<file path="config.mk">
export PLATFORM = sky130hd
export DESIGN_NAME = spi_write_arbiter_flat
export DESIGN_NICKNAME = d
export VERILOG_FILES = /design/src/rtl/spi_pkg.sv /design/src/rtl/spi_write_arbiter_if.sv /design/src/rtl/rr_arbiter.sv /design/src/rtl/spi_write_arbiter.sv /design/src/flat_wrapper.sv
export SDC_FILE = /design/constraint.sdc
export NUM_CORES = 1
export LEC_CHECK = 0
export ABC_CLOCK_PERIOD_IN_PS = 4300
export CORE_MARGIN = 5
export CORE_UTILIZATION = 29
export CTS_BUF_LIST = sky130_fd_sc_hd__clkbuf_2
export DETAILED_ROUTE_END_ITERATION = 7
export PLACE_DENSITY = 0.64
export SLEW_MARGIN = 40
export SYNTH_ARGS = -nofsm -noshare
export SYNTH_HDL_FRONTEND = slang
export SYNTH_SLANG_ARGS = --single-unit
</file>
<file path="constraint.sdc">
create_clock -name CLK -period 4.3 [get_ports CLK]
set_clock_uncertainty 0.2 [all_clocks]
set_input_delay 0.645 -clock CLK [delete_from_list [all_inputs] [get_ports CLK]]
set_output_delay 0.645 -clock CLK [all_outputs]
set_load 0.1 [all_outputs]
</file>
<file path="src/rtl/spi_pkg.sv">
// Shared definitions for the SPI write arbiter and related shared-peripheral controllers.
package spi_pkg;

    // Byte width of the mkSPIWriter write_data method argument.
    localparam int unsigned SPI_DATA_W = 8;

    // Arbiter FSM encoding; values are fixed so they stay stable across controllers.
    typedef enum logic [1:0] {
        StIdle     = 2'd0,
        StWaitBusy = 2'd1,
        StWaitDone = 2'd2,
        StDone     = 2'd3
    } arb_state_e;

    // Ceiling log2 with a floor of 1 so index fields never collapse to zero width.
    function automatic int unsigned clog2(input int unsigned n);
        int unsigned r;
        r = 0;
        for (int unsigned i = 0; i < 32; i++) begin
            if ((32'd1 << i) < n) begin
                r = i + 1;
            end
        end
        return (r == 0) ? 1 : r;
    endfunction

endpackage

</file>
<file path="src/rtl/spi_write_arbiter_if.sv">
// Requester and writer-side signal bundle for spi_write_arbiter.
interface spi_write_arbiter_if #(
    parameter int unsigned NUM_REQ = 4,
    parameter int unsigned DATA_W  = spi_pkg::SPI_DATA_W
);
    import spi_pkg::*;

    localparam int unsigned ID_W = clog2(NUM_REQ);

    // Requester side
    logic [NUM_REQ-1:0]        req_valid;
    logic [NUM_REQ*DATA_W-1:0] req_data;
    logic [NUM_REQ-1:0]        req_ready;

    // Writer method ports
    logic [DATA_W-1:0]         wr_data;
    logic                      wr_en;
    logic                      wr_rdy;

    // Ownership and status
    logic [NUM_REQ-1:0]        owner_sel;
    logic [ID_W-1:0]           owner_id;
    logic                      busy;
    logic                      done_pulse;
    logic                      timeout_err;
    logic                      err_clr;

    // Arbiter side
    modport slave (
        input  req_valid, req_data, wr_rdy, err_clr,
        output req_ready, wr_data, wr_en, owner_sel, owner_id, busy, done_pulse, timeout_err
    );

    // Requesters, writer and board logic side
    modport master (
        output req_valid, req_data, wr_rdy, err_clr,
        input  req_ready, wr_data, wr_en, owner_sel, owner_id, busy, done_pulse, timeout_err
    );

endinterface

</file>
<file path="src/rtl/rr_arbiter.sv">
// Combinational round-robin picker: first asserted request at or after ptr_i, circularly.
module rr_arbiter import spi_pkg::*; #(
    parameter int unsigned NumReq = 4,
    parameter int unsigned IdW    = clog2(NumReq)
) (
    input  logic [NumReq-1:0] req_i,
    input  logic [IdW-1:0]    ptr_i,
    output logic [NumReq-1:0] gnt_o,
    output logic [IdW-1:0]    idx_o,
    output logic              any_o
);

    // Walk the requests starting at the pointer, wrapping at NumReq-1 (not at 2**IdW-1).
    always_comb begin
        int unsigned k;
        logic [IdW-1:0] kk;
        gnt_o = '0;
        idx_o = '0;
        any_o = 1'b0;
        k     = 0;
        kk    = '0;
        for (int unsigned off = 0; off < NumReq; off++) begin
            k = 32'(ptr_i) + off;
            if (k >= NumReq) begin
                k = k - NumReq;
            end
            kk = IdW'(k);
            if (!any_o && req_i[kk]) begin
                any_o     = 1'b1;
                gnt_o[kk] = 1'b1;
                idx_o     = kk;
            end
        end
    end

endmodule

</file>
<file path="src/rtl/spi_write_arbiter.sv">
// Shares one mkSPIWriter byte serialiser among NUM_REQ requesters with round-robin arbitration.
// One EN_write per accepted byte; the writer's busy period is tracked through RDY_write.
module spi_write_arbiter import spi_pkg::*; #(
    parameter int unsigned NUM_REQ      = 4,
    parameter int unsigned DATA_W       = SPI_DATA_W,
    parameter int unsigned BUSY_TIMEOUT = 4
) (
    input  logic               CLK,
    input  logic               RST_N,
    spi_write_arbiter_if.slave bus
);

    localparam int unsigned ID_W  = clog2(NUM_REQ);
    localparam int unsigned CNT_W = clog2(BUSY_TIMEOUT + 1);

    arb_state_e         state_q, state_d;
    logic [ID_W-1:0]    rr_ptr_q, rr_ptr_d;
    logic [NUM_REQ-1:0] owner_sel_q, owner_sel_d;
    logic [ID_W-1:0]    owner_id_q, owner_id_d;
    logic               busy_q, busy_d;
    logic [CNT_W-1:0]   cnt_q, cnt_d;
    logic               timeout_q, timeout_d;
    logic               set_timeout;
    // Holds off grants until the first edge after reset release so all outputs stay 0 in reset.
    logic               armed_q;

    logic [NUM_REQ-1:0] gnt;
    logic [ID_W-1:0]    gnt_idx;
    logic               gnt_any;
    logic               issue;
    logic [ID_W-1:0]    next_ptr;

    rr_arbiter #(
        .NumReq (NUM_REQ),
        .IdW    (ID_W)
    ) u_rr_arbiter (
        .req_i  (bus.req_valid),
        .ptr_i  (rr_ptr_q),
        .gnt_o  (gnt),
        .idx_o  (gnt_idx),
        .any_o  (gnt_any)
    );

    // A byte is accepted only from IDLE while the writer reports ready.
    assign issue    = armed_q && (state_q == StIdle) && bus.wr_rdy && gnt_any;
    assign next_ptr = (gnt_idx == ID_W'(NUM_REQ - 1)) ? '0 : gnt_idx + ID_W'(1);

    // Same-cycle acceptance: ready pulse, EN_write and the granted byte.
    assign bus.req_ready = issue ? gnt : '0;
    assign bus.wr_en     = issue;
    assign bus.wr_data   = issue ? bus.req_data[gnt_idx*DATA_W +: DATA_W] : '0;

    assign bus.owner_sel   = owner_sel_q;
    assign bus.owner_id    = owner_id_q;
    assign bus.busy        = busy_q;
    assign bus.done_pulse  = (state_q == StDone);
    assign bus.timeout_err = timeout_q;

    // Next-state logic for the issue / busy-wait / completion sequence.
    always_comb begin
        state_d     = state_q;
        rr_ptr_d    = rr_ptr_q;
        owner_sel_d = owner_sel_q;
        owner_id_d  = owner_id_q;
        busy_d      = busy_q;
        cnt_d       = cnt_q;
        set_timeout = 1'b0;
        unique case (state_q)
            StIdle: begin
                if (issue) begin
                    state_d     = StWaitBusy;
                    owner_sel_d = gnt;
                    owner_id_d  = gnt_idx;
                    busy_d      = 1'b1;
                    rr_ptr_d    = next_ptr;
                    cnt_d       = CNT_W'(1);
                end
            end
            StWaitBusy: begin
                if (!bus.wr_rdy) begin
                    state_d = StWaitDone;
                end else if (cnt_q == CNT_W'(BUSY_TIMEOUT)) begin
                    // Writer never went busy: flag it and retire the byte anyway.
                    set_timeout = 1'b1;
                    state_d     = StDone;
                end else begin
                    cnt_d = cnt_q + CNT_W'(1);
                end
            end
            StWaitDone: begin
                if (bus.wr_rdy) begin
                    state_d = StDone;
                end
            end
            StDone: begin
                state_d     = StIdle;
                busy_d      = 1'b0;
                owner_sel_d = '0;
                owner_id_d  = '0;
            end
            default: begin
                state_d = StIdle;
            end
        endcase
    end

    // Sticky timeout flag; a new timeout wins over a same-cycle clear.
    always_comb begin
        timeout_d = (timeout_q & ~bus.err_clr) | set_timeout;
    end

    // State registers with asynchronous active-low reset.
    always_ff @(posedge CLK or negedge RST_N) begin
        if (!RST_N) begin
            state_q     <= StIdle;
            rr_ptr_q    <= '0;
            owner_sel_q <= '0;
            owner_id_q  <= '0;
            busy_q      <= 1'b0;
            cnt_q       <= '0;
            timeout_q   <= 1'b0;
            armed_q     <= 1'b0;
        end else begin
            state_q     <= state_d;
            rr_ptr_q    <= rr_ptr_d;
            owner_sel_q <= owner_sel_d;
            owner_id_q  <= owner_id_d;
            busy_q      <= busy_d;
            cnt_q       <= cnt_d;
            timeout_q   <= timeout_d;
            armed_q     <= 1'b1;
        end
    end

    // Protocol properties on the writer and requester handshakes.
    a_en_needs_rdy: assert property (@(posedge CLK) disable iff (!RST_N)
        bus.wr_en |-> bus.wr_rdy);
    a_ready_onehot: assert property (@(posedge CLK) disable iff (!RST_N)
        $onehot0(bus.req_ready));
    a_owner_onehot: assert property (@(posedge CLK) disable iff (!RST_N)
        $onehot0(bus.owner_sel));
    a_en_single: assert property (@(posedge CLK) disable iff (!RST_N)
        bus.wr_en |=> !bus.wr_en);

endmodule

</file>
<file path="src/flat_wrapper.sv">
// flat-port wrapper written by rule: the top's interface ports become plain ports
module spi_write_arbiter_flat import spi_pkg::*;
#(
    parameter int unsigned NUM_REQ      = 4,
    parameter int unsigned DATA_W       = SPI_DATA_W,
    parameter int unsigned BUSY_TIMEOUT = 4
)
  (CLK, RST_N, bus_req_valid, bus_req_data, bus_wr_rdy, bus_err_clr, bus_req_ready, bus_wr_data, bus_wr_en, bus_owner_sel, bus_owner_id, bus_busy, bus_done_pulse, bus_timeout_err);
  spi_write_arbiter_if #(.NUM_REQ(NUM_REQ), .DATA_W(DATA_W)) bus_i ();
  input  logic CLK;
  input  logic RST_N;
  input wire logic [$bits(bus_i.req_valid)-1:0] bus_req_valid;
  input wire logic [$bits(bus_i.req_data)-1:0] bus_req_data;
  input wire logic [$bits(bus_i.wr_rdy)-1:0] bus_wr_rdy;
  input wire logic [$bits(bus_i.err_clr)-1:0] bus_err_clr;
  output wire logic [$bits(bus_i.req_ready)-1:0] bus_req_ready;
  output wire logic [$bits(bus_i.wr_data)-1:0] bus_wr_data;
  output wire logic [$bits(bus_i.wr_en)-1:0] bus_wr_en;
  output wire logic [$bits(bus_i.owner_sel)-1:0] bus_owner_sel;
  output wire logic [$bits(bus_i.owner_id)-1:0] bus_owner_id;
  output wire logic [$bits(bus_i.busy)-1:0] bus_busy;
  output wire logic [$bits(bus_i.done_pulse)-1:0] bus_done_pulse;
  output wire logic [$bits(bus_i.timeout_err)-1:0] bus_timeout_err;
  assign bus_i.req_valid = bus_req_valid;
  assign bus_i.req_data = bus_req_data;
  assign bus_i.wr_rdy = bus_wr_rdy;
  assign bus_i.err_clr = bus_err_clr;
  assign bus_req_ready = bus_i.req_ready;
  assign bus_wr_data = bus_i.wr_data;
  assign bus_wr_en = bus_i.wr_en;
  assign bus_owner_sel = bus_i.owner_sel;
  assign bus_owner_id = bus_i.owner_id;
  assign bus_busy = bus_i.busy;
  assign bus_done_pulse = bus_i.done_pulse;
  assign bus_timeout_err = bus_i.timeout_err;
  spi_write_arbiter #(.NUM_REQ(NUM_REQ), .DATA_W(DATA_W), .BUSY_TIMEOUT(BUSY_TIMEOUT)) u_core (.CLK(CLK), .RST_N(RST_N), .bus(bus_i));
endmodule
</file>
==> flow_summary.ini, run 1 <==
[power]
p_sw_mw = 0.914
leakagePower_nw = 1.08
p_seq_frac = 0.161
netSwitchingFraction = 0.572
p_clk_frac = 0.041
finalPower_mw = 1.60
p_int_mw = 0.685
vdd_drop_max_mv = 0.284
power.density_mw_per_mm2 = 643
comb_power_share = 0.798

[clock_tree]
holdBufCountCts = 0
clk_pin_slew_ns = 0.15
cts_buffer_depth = 2
clock_latency_ns = 0.28
cts_buffers = 3
post_cts_buffers = 0
cts_sinks = 16
h-tree-depth = 1
cts_tree = done
cts_root_buf = clkbuf_2

[sta]
fin_crit_ns = 4.07
setup-tns-final_ns = 0
slew_viol_final = 0
period_share = 0.947
timing.fmax_mhz = 246
rsz0062_at_grt = no
finalSetupViolCount = 0
hold_violations = 0

[route]
ant_nets = 0
post_drt_wl_per_cell_um = 13.7
drt_iter0_markers = 48
via_count = 1565
drcViolationCount = 0
via_per_inst = 4.98
drt-pass1-iter-count = 4
drt_wl_total_um = 4300

[global_routing]
antenna_found_initial = 0
grt_max_degree = 19
grt_usage = 0.119
grt_pass1_wl_um = 7190
overflow = 0
grt_pass1_vias = 1484

[floorplanning]
initial_core_util = 0.296
num_rows = 27
core_mm2 = 0.00544
die_y_um = 84.5
pin_count = 62
die-width_um = 84.5
dieArea_mm2 = 0.00714

[synthesis]
ys_ff_latch = 16
ys_seq_area_frac = 0.249
syn-cell-area_mm2 = 0.00161
ys_warn_count = 0
yosys.area.top_type = dfrtp_1
synth_edf_count = 0
synth_ff_type = dfrtp_1
ys_types = 42
synthTopCellsByArea = dfrtp_1 25%, mux2i_1 14%, ha_1 12%
syn_nets = 236
synth_top_area_frac = 0.249
synthArstFlopShare = 1.00
netlist_instances = 181
synth.avg_cell_area_um2 = 8.90

[place]
place.gp.congestion = 0.835
dp_hpwl_um = 3560
io_buffer_count = 61

[setup_path]
start_kind = input port
path_max_fanout = 10
cpMaxStageDelayCell = mux4_2
cpPeakStageDelay_ns = 0.59
path_class = in -> out
cp-end-kind = primary output
cp.arrival_ns = 3.23
worst_ep_required_time_ns = 3.45
path_cells = clkdlybuf4s50_1, mux4_2, nor2b_1, nor2_1, o21ai_1, or2_2, o22ai_2, buf_12

[cells_and_area]
drive_gt1_frac = 0.223
diodes = 0
nNetsFinal = 299
syn_to_final_growth_pct = 54.3

[worst_hold_path]
worstHoldPathType = in -> async

[run_status]
status = finished, final reports clean

[job]
cap_violations = 0
## logic make-up after synthesis
kind of cell	share of synthesized area
AOI/OAI and AO/OA	0.214
xor gates and xnor gates	0.0109
adders and majority gates	0.117
buffers and inverters	0.0645
DFF	0.249
muxes	0.186
other	0.00233
and+or+nand+nor	0.158
## worst paths after layout
check	startpoint	to	slack (ns)	cells after the start
worst max-delay path	bus_req_valid[1]	bus_wr_data[0]	0.23	8
worst min-delay path	RST_N	u_core.state_q[0]	0.05	1
min in group CLK	u_core.bus.owner_sel[1]	u_core.bus.owner_sel[1]	0.34	2
max in group asynchronous	RST_N	u_core.rr_ptr_q[0]	3.60	1
worst min register to register	u_core.bus.owner_sel[1]	u_core.bus.owner_sel[1]	0.34	2
worst max register to register	u_core.rr_ptr_q[0]	u_core.rr_ptr_q[1]	1.45	9
## cell usage after synthesis (all sizes together), types with 2 or more instances
| cell | n |
|---|---|
| mux2i | 22 |
| dfrtp | 16 |
| nor2 | 16 |
| ha | 15 |
| a21oi | 13 |
| nand2 | 12 |
| o21ai | 11 |
| inv | 10 |
| o22ai | 10 |
| a22oi | 5 |
| clkbuf | 5 |
| a221oi | 4 |
| and3 | 4 |
| buf | 4 |
| mux4 | 3 |
| nor2b | 3 |
| o211ai | 3 |
| a211oi | 2 |
| nand3 | 2 |
| o2bb2ai | 2 |
| xnor2 | 2 |
## worst max-delay path, delay by kind of cell
family | cells | cell delay, ns
multiplexers | 1 | 0.59
AND/OR/NAND/NOR | 3 | 0.85
buffers and inverters | 2 | 0.74
AO/OA/AOI/OAI | 2 | 0.38
## cell usage in the layout (no fill, tap or decap), types with 2 or more instances in the layout
master and instances:
mux2i_1 22, nor2_2 4, and3_1 4, nor2_1 12, nand3_1 2, xnor2_1 2, a21oi_1 13, nand2_1 12
mux4_2 3, ha_1 15, inv_1 9, buf_4 7, dfrtp_1 16, clkbuf_2 3, o21ai_0 8, a211oi_1 2
buf_12 12, a22oi_1 5, o211ai_1 3, buf_2 10, clkdlybuf4s50_1 38, o22ai_1 2, a221oi_1 4, o2bb2ai_1 2
o22ai_4 7, nor2b_1 3, o21ai_1 2
## power by group through the flow
stage / sequential, mW / combinational [mW] / clock [mW]
CTS: 0.257 / 1.29 / 0.0693
floorplan: 0.436 / 0.863 / 0
detailed placement: 0.260 / 1.29 / 0
global route: 0.267 / 1.38 / 0.0779
global placement: 0.260 / 1.30 / 0
finish: 0.258 / 1.28 / 0.0653
## area by class of cell
cell class,count,area (µm²)
multi-input combinational,146,1220
tap,72,90.1
inverter,10,37.5
timing repair buffer,67,723
clock buffer,3,15.0
fill,528,2950
sequential,16,400
## repair_timing
item / 4_1_cts / 5_1_grt
endpoints found under the setup margin: 0 / 8
endpoints found under the hold margin: 0 / 0
gates resized for setup: 0 / 1
## registers in the layout, summed over array words and instances, names as in the netlist
signal and flops:
u_core.cnt_q 3, u_core.state_q 2, u_core.rr_ptr_q 2, u_core.bus.busy 1, u_core.bus.timeout_err 1, u_core.bus.owner_id 2
u_core.armed_q 1, u_core.bus.owner_sel 4
## per-stage QoR
step | cell area (µm²) | cells | setup slack (ns) | util | hold WS [ns]
6_report | 2480 | 314 | 0.227 | 0.457 | 0.0460
5_1_grt | 2480 | 314 | 0.0698 | 0.457 | 0.0393
2_1_floorplan | 1720 | 181 | -0.140 | - | 0.149
3_3_place_gp | 2520 | 311 | 0.212 | 0.463 | 0.313
3_5_place_dp | 2470 | 311 | 0.209 | 0.455 | 0.315
4_1_cts | 2490 | 314 | 0.118 | 0.458 | 0.349
## metal layers
layer  vias to the layer above  track usage  part of all wire
li1                        798            -                 -
met1                       729        0.162              0.46
met2                        34        0.204              0.51
met3                         4      0.00589             0.024
met4                         0       0.0302            0.0070
met5                         -            0                 0
(Power assumes the default switching activity.)
==> inputs of run 2 (changes only) <==
--- a/config.mk
+++ b/config.mk
@@ -5,7 +5,8 @@
 export SDC_FILE = /design/constraint.sdc
 export NUM_CORES = 1
 export LEC_CHECK = 0
-export ABC_CLOCK_PERIOD_IN_PS = 4300
+export ABC_CLOCK_PERIOD_IN_PS = 3850
+export CORE_ASPECT_RATIO = 1.5
 export CORE_MARGIN = 5
 export CORE_UTILIZATION = 29
 export CTS_BUF_LIST = sky130_fd_sc_hd__clkbuf_2
==> constraint.sdc (replaced) <==
create_clock -name CLK -period 3.85 [get_ports CLK]
set_clock_uncertainty 0.2 [all_clocks]
set_input_delay 0.5775 -clock CLK [delete_from_list [all_inputs] [get_ports CLK]]
set_output_delay 0.5775 -clock CLK [all_outputs]
set_load 0.1 [all_outputs]
==> run 2 against run 1 <==
Compared with the run above: first-iteration DRC count grew 27%; combinational power grew 31%; clock power grew 13%; global-route usage grew 0.65 points; utilization grew 4.5 points; flip-flop and latch count is the same; highest routed layer unchanged; via count grew 5.0%.
==> flow_summary.ini, run 2 (synthesis results as in run 1) <==
[cells_and_area]
final_util = 0.501
nNetsFinal = 312
fillCellCount = 530
diodes = 0
drive_gt1_frac = 0.324
layout_common_cells = 37 x clkdlybuf4s50_1, 16 x buf_4, 15 x dfrtp_1, 14 x ha_1, 14 x buf_12
largest_reg_flops = 4
syn_to_final_growth_pct = 69.7
mostFrequentLayoutCell = clkdlybuf4s50_1

[sta]
slew_viol_final = 0
timing.fmax_mhz = 268
rsz0062_at_grt = no
hold_violations = 0
period_share = 0.970
finalSetupViolCount = 0
setup-tns-final_ns = 0
fin_crit_ns = 3.74

[clock_tree]
cts_buffers = 3
clock_latency_ns = 0.28
h-tree-depth = 1
cts_buffer_depth = 2
cts_tree = done
cts_sinks = 16
clk_pin_slew_ns = 0.16
cts_root_buf = clkbuf_2

[run_status]
status = finished, final reports clean

[route]
via_per_inst = 5.04
post_drt_wl_per_cell_um = 14.6
drt_iter0_markers = 61
drt-pass1-iter-count = 4
drcViolationCount = 0
via_count = 1643
ant_nets = 0
drt_wl_total_um = 4770

[setup_path]
cp-startpoint = u_core.rr_ptr_q[0]
start_kind = flop
cp-end-kind = primary output
path_cells = clkinvlp_4, ha_4, or3_4, or4b_4, o311ai_4, o21ai_4, clkbuf_16, mux2i_1, o22ai_4, buf_12
path_class = reg -> out
cpMaxStageDelayCell = or4b_4
cpPeakStageDelay_ns = 0.50
path_max_fanout = 9
cp.arrival_ns = 2.96
worst_ep_required_time_ns = 3.07
timing.rr.start = u_core.rr_ptr_q[0]

[job]
cap_violations = 0

[global_routing]
overflow = 0
grt_pass1_wl_um = 7460
grt_usage = 0.125
grt_pass1_vias = 1562
antenna_found_initial = 0
grt_max_degree = 19

[floorplanning]
core_mm2 = 0.00545
dieArea_mm2 = 0.00717
die-width_um = 70.8
pin_count = 62
die_y_um = 101
initial_core_util = 0.295
num_rows = 33

[power]
power.density_mw_per_mm2 = 749
leakagePower_nw = 1.15
vdd_drop_max_mv = 0.234
finalPower_mw = 2.05

[place]
place.gp.congestion = 0.803
dp_hpwl_um = 3850
io_buffer_count = 61

[worst_hold_path]
worstHoldPathType = reg -> reg
hold_start = u_core.bus.busy
-- run 2: cell count changes in the layout (fill, tap and decap cells not counted), moves of 2 or more --
cell,change
clkinvlp_4,+2
mux2i_1,-12
buf_12,+2
buf_4,+9
inv_1,-2
mux2i_2,+12
-- run 2: repair_timing --
item,4_1_cts,5_1_grt
hold buffers,0,1
hold endpoints to repair,0,16
gates resized for setup,9,8
setup buffers,1,4
gates cloned,0,1
endpoints found under the setup margin,8,8
pin swaps,0,1
-- run 2: metal layers --
metal,vias up,track usage,part of all wire
li1,826,-,-
met1,793,0.148,0.38
met2,22,0.244,0.59
met3,2,0.00993,0.020
met4,0,0.0246,0.0036
met5,-,0,0
-- run 2: metrics by stage --
stage	cells	setup WS, ns	area, µm²	hold WS (ns)
after floorplan	181	-0.0519	1770	0.0819
after global placement	315	0.0473	2630	0.300
after detailed placement	315	0.0400	2580	0.304
after CTS	320	0.0214	2640	0.338
after global routing	326	0.000667	2730	0.382
final	326	0.115	2730	0.338
-- run 2: report_power, final --
| part | internal, mW | switching, mW | total (mW) | leakage, nW |
|---|---|---|---|---|
| Sequential | 0.234 | 0.0566 | 0.291 | 0.201 |
| Clock | 0.0226 | 0.0511 | 0.0737 | 0.0140 |
| Combinational | 0.692 | 0.991 | 1.68 | 0.930 |
| Total | 0.949 | 1.10 | 2.05 | 1.14 |
-- run 2: layout make-up --
type | instances | area (µm²) | area share
timing repair buffer | 80 | 868 | 0.318
inverter | 10 | 45.0 | 0.0165
multi-input combinational | 146 | 1310 | 0.480
clock buffer | 3 | 15.0 | 0.00549
tap | 70 | 87.6 | 0.0321
clock inverter | 1 | 3.75 | 0.00137
sequential | 16 | 402 | 0.147
-- run 2: worst paths after layout --
path,to,slack (ns),cells after the start
hold / removal,u_core.bus.busy,0.34,1
setup / recovery,bus_wr_data[7],0.11,10
min in group asynchronous,u_core.bus.timeout_err,0.51,2
setup reg to reg,u_core.rr_ptr_q[1],1.06,10
hold reg to reg,u_core.bus.busy,0.34,1
max in group asynchronous,u_core.rr_ptr_q[0],2.66,2
-- run 2: critical path, delay by kind of cell, from the launching register on --
family,cells,cell delay [ns]
compound gates,3,0.44
fa+ha+maj,1,0.25
buf+inv,3,0.49
flops,1,0.42
mux,1,0.15
simple gates,2,0.90
==> inputs of run 3 (changes only) <==
--- a/config.mk
+++ b/config.mk
@@ -11,7 +11,7 @@
 export CORE_UTILIZATION = 29
 export CTS_BUF_LIST = sky130_fd_sc_hd__clkbuf_2
 export DETAILED_ROUTE_END_ITERATION = 7
-export PLACE_DENSITY = 0.64
+export PLACE_DENSITY = 0.55
 export SLEW_MARGIN = 40
 export SYNTH_ARGS = -nofsm -noshare
 export SYNTH_HDL_FRONTEND = slang
==> run 3 against run 2 <==
Compared with the run above: design area decreased by 1.9%; via count fell by 1.6%; critical endpoint unchanged; count of clock-buffer cells in the layout stayed put; flip-flop and latch count unchanged.
==> flow_summary.ini, run 3 (synthesis results as in run 1) <==
[power]
comb_power_share = 0.813
p_seq_frac = 0.149
netSwitchingFraction = 0.548
p_sw_mw = 1.07
leakagePower_nw = 1.12
power.density_mw_per_mm2 = 730
p_int_mw = 0.885
p_clk_frac = 0.039
vdd_drop_max_mv = 0.428

[cells_and_area]
syn_to_final_growth_pct = 66.5
fillCellCount = 530
largest_reg_flops = 4
mostFrequentLayoutCell = clkdlybuf4s50_1
diodes = 0
nNetsFinal = 311
layout_common_cells = 38 x clkdlybuf4s50_1, 16 x buf_4, 15 x dfrtp_1, 14 x ha_1, 14 x buf_12
drive_gt1_frac = 0.310

[clock_tree]
cts_root_buf = clkbuf_2
clk_pin_slew_ns = 0.15
cts_buffer_depth = 2
clock_latency_ns = 0.28
cts_sinks = 16
cts_tree = done
h-tree-depth = 1
cts_buffers = 3

[place]
place_worst_setup_slack_ns = 0.0610
place.gp.congestion = 0.733
dp_hpwl_um = 4010
io_buffer_count = 61

[setup_path]
r2r_slack_ns = 1.19
path_class = in -> out
path_max_fanout = 18
worst_r2r_endpoint = u_core.rr_ptr_q[1]
cp-startpoint = bus_req_valid[1]
start_kind = input port
timing.rr.start = u_core.rr_ptr_q[0]
worst_ep_required_time_ns = 3.07
cp.arrival_ns = 2.98
cp-endpoint = bus_wr_data[7]
ff2ff_path_depth = 9
cp-end-kind = primary output

[worst_hold_path]
worstHoldPathType = reg -> reg

[floorplanning]
pin_count = 62
die-width_um = 70.8
core_mm2 = 0.00545
die_y_um = 101
num_rows = 33
initial_core_util = 0.295
dieArea_mm2 = 0.00717

[global_routing]
grt_max_degree = 19
grt_pass1_vias = 1610
grt_usage = 0.130
antenna_found_initial = 0
grt_pass1_wl_um = 7610
overflow = 0

[sta]
fin_crit_ns = 3.76
rsz0062_at_grt = no
setup-tns-final_ns = 0
fin_ws_ns = 0.0905
slew_viol_final = 0
timing.fmax_mhz = 266
hold_violations = 0
period_share = 0.976
finalSetupViolCount = 0

[route]
drt-pass1-iter-count = 4
via_count = 1617
drcViolationCount = 0
drt_wl_total_um = 4720
drt_iter0_markers = 73
post_drt_wl_per_cell_um = 14.5
ant_nets = 0
via_per_inst = 4.98

[run_status]
status = finished, final reports clean

[job]
cap_violations = 0
==> run 3: critical path, stage by stage <==
cell and delay (ns):
clkdlybuf4s50_1 0.54, or3_4 0.40, or4b_4 0.50, o311ai_4 0.10, o21ai_2 0.10, buf_12 0.19, mux2i_2 0.18, o22ai_4 0.18
buf_12 0.19
==> run 3: timing repair <==
| item | in CTS | in global routing |
|---|---|---|
| gates resized for setup | 9 | 2 |
| setup endpoints to repair | 8 | 8 |
| hold buffers | 0 | 1 |
| setup buffers | 1 | 0 |
| endpoints found under the hold margin | 0 | 15 |
==> run 3: area by class of cell <==
class | instances | area [µm²] | share of cell area
Multi-Input combinational cell | 146 | 1290 | 0.480
Timing Repair Buffer | 79 | 841 | 0.314
Sequential cell | 16 | 402 | 0.150
Tap cell | 70 | 87.6 | 0.0327
Inverter | 10 | 45.0 | 0.0168
Clock buffer | 3 | 15.0 | 0.00560
Clock inverter | 1 | 3.75 | 0.00140
==> run 3: layer usage <==
layer	global-route usage	wire [µm]
met1	0.137	1660
met2	0.264	2840
met3	0.00596	105
met4	0.0478	117
met5	0	0
==> run 3: worst min path at each step <==
stage / from / end / slack (ns) / depth (start not counted)
6_report: u_core.bus.owner_sel[3] / u_core.bus.owner_sel[3] / 0.32 / 2
5_1_grt: u_core.bus.busy / u_core.bus.busy / 0.37 / 1
4_1_cts: u_core.bus.owner_sel[3] / u_core.bus.owner_sel[3] / 0.33 / 2
3_5_place_dp: u_core.bus.owner_sel[3] / u_core.bus.owner_sel[3] / 0.30 / 2
3_3_place_gp: u_core.bus.busy / u_core.bus.busy / 0.29 / 1
2_1_floorplan: RST_N / u_core.armed_q / 0.08 / 0
==> run 3: through the flow <==
| step | util | std cells | instance area (µm²) | hold slack [ns] | power [mW] |
|---|---|---|---|---|---|
| after global placement | 0.488 | 319 | 2660 | 0.295 | 1.86 |
| final | 0.492 | 325 | 2680 | 0.324 | 1.96 |
| after detailed placement | 0.480 | 319 | 2610 | 0.301 | 1.85 |
| after global routing | 0.492 | 325 | 2680 | 0.368 | 2.10 |
| after floorplan | - | 181 | 1770 | 0.0819 | 1.50 |
| after CTS | 0.491 | 324 | 2670 | 0.334 | 1.98 |
==> run 3: power groups by stage <==
| stage | clock network, mW | logic, mW | registers [mW] |
|---|---|---|---|
| global route | 0.0860 | 1.71 | 0.302 |
| detailed placement | 0 | 1.55 | 0.293 |
| CTS | 0.0805 | 1.61 | 0.290 |
| global placement | 0 | 1.57 | 0.293 |
| finish | 0.0758 | 1.59 | 0.291 |
| floorplan | 0 | 1.01 | 0.489 |
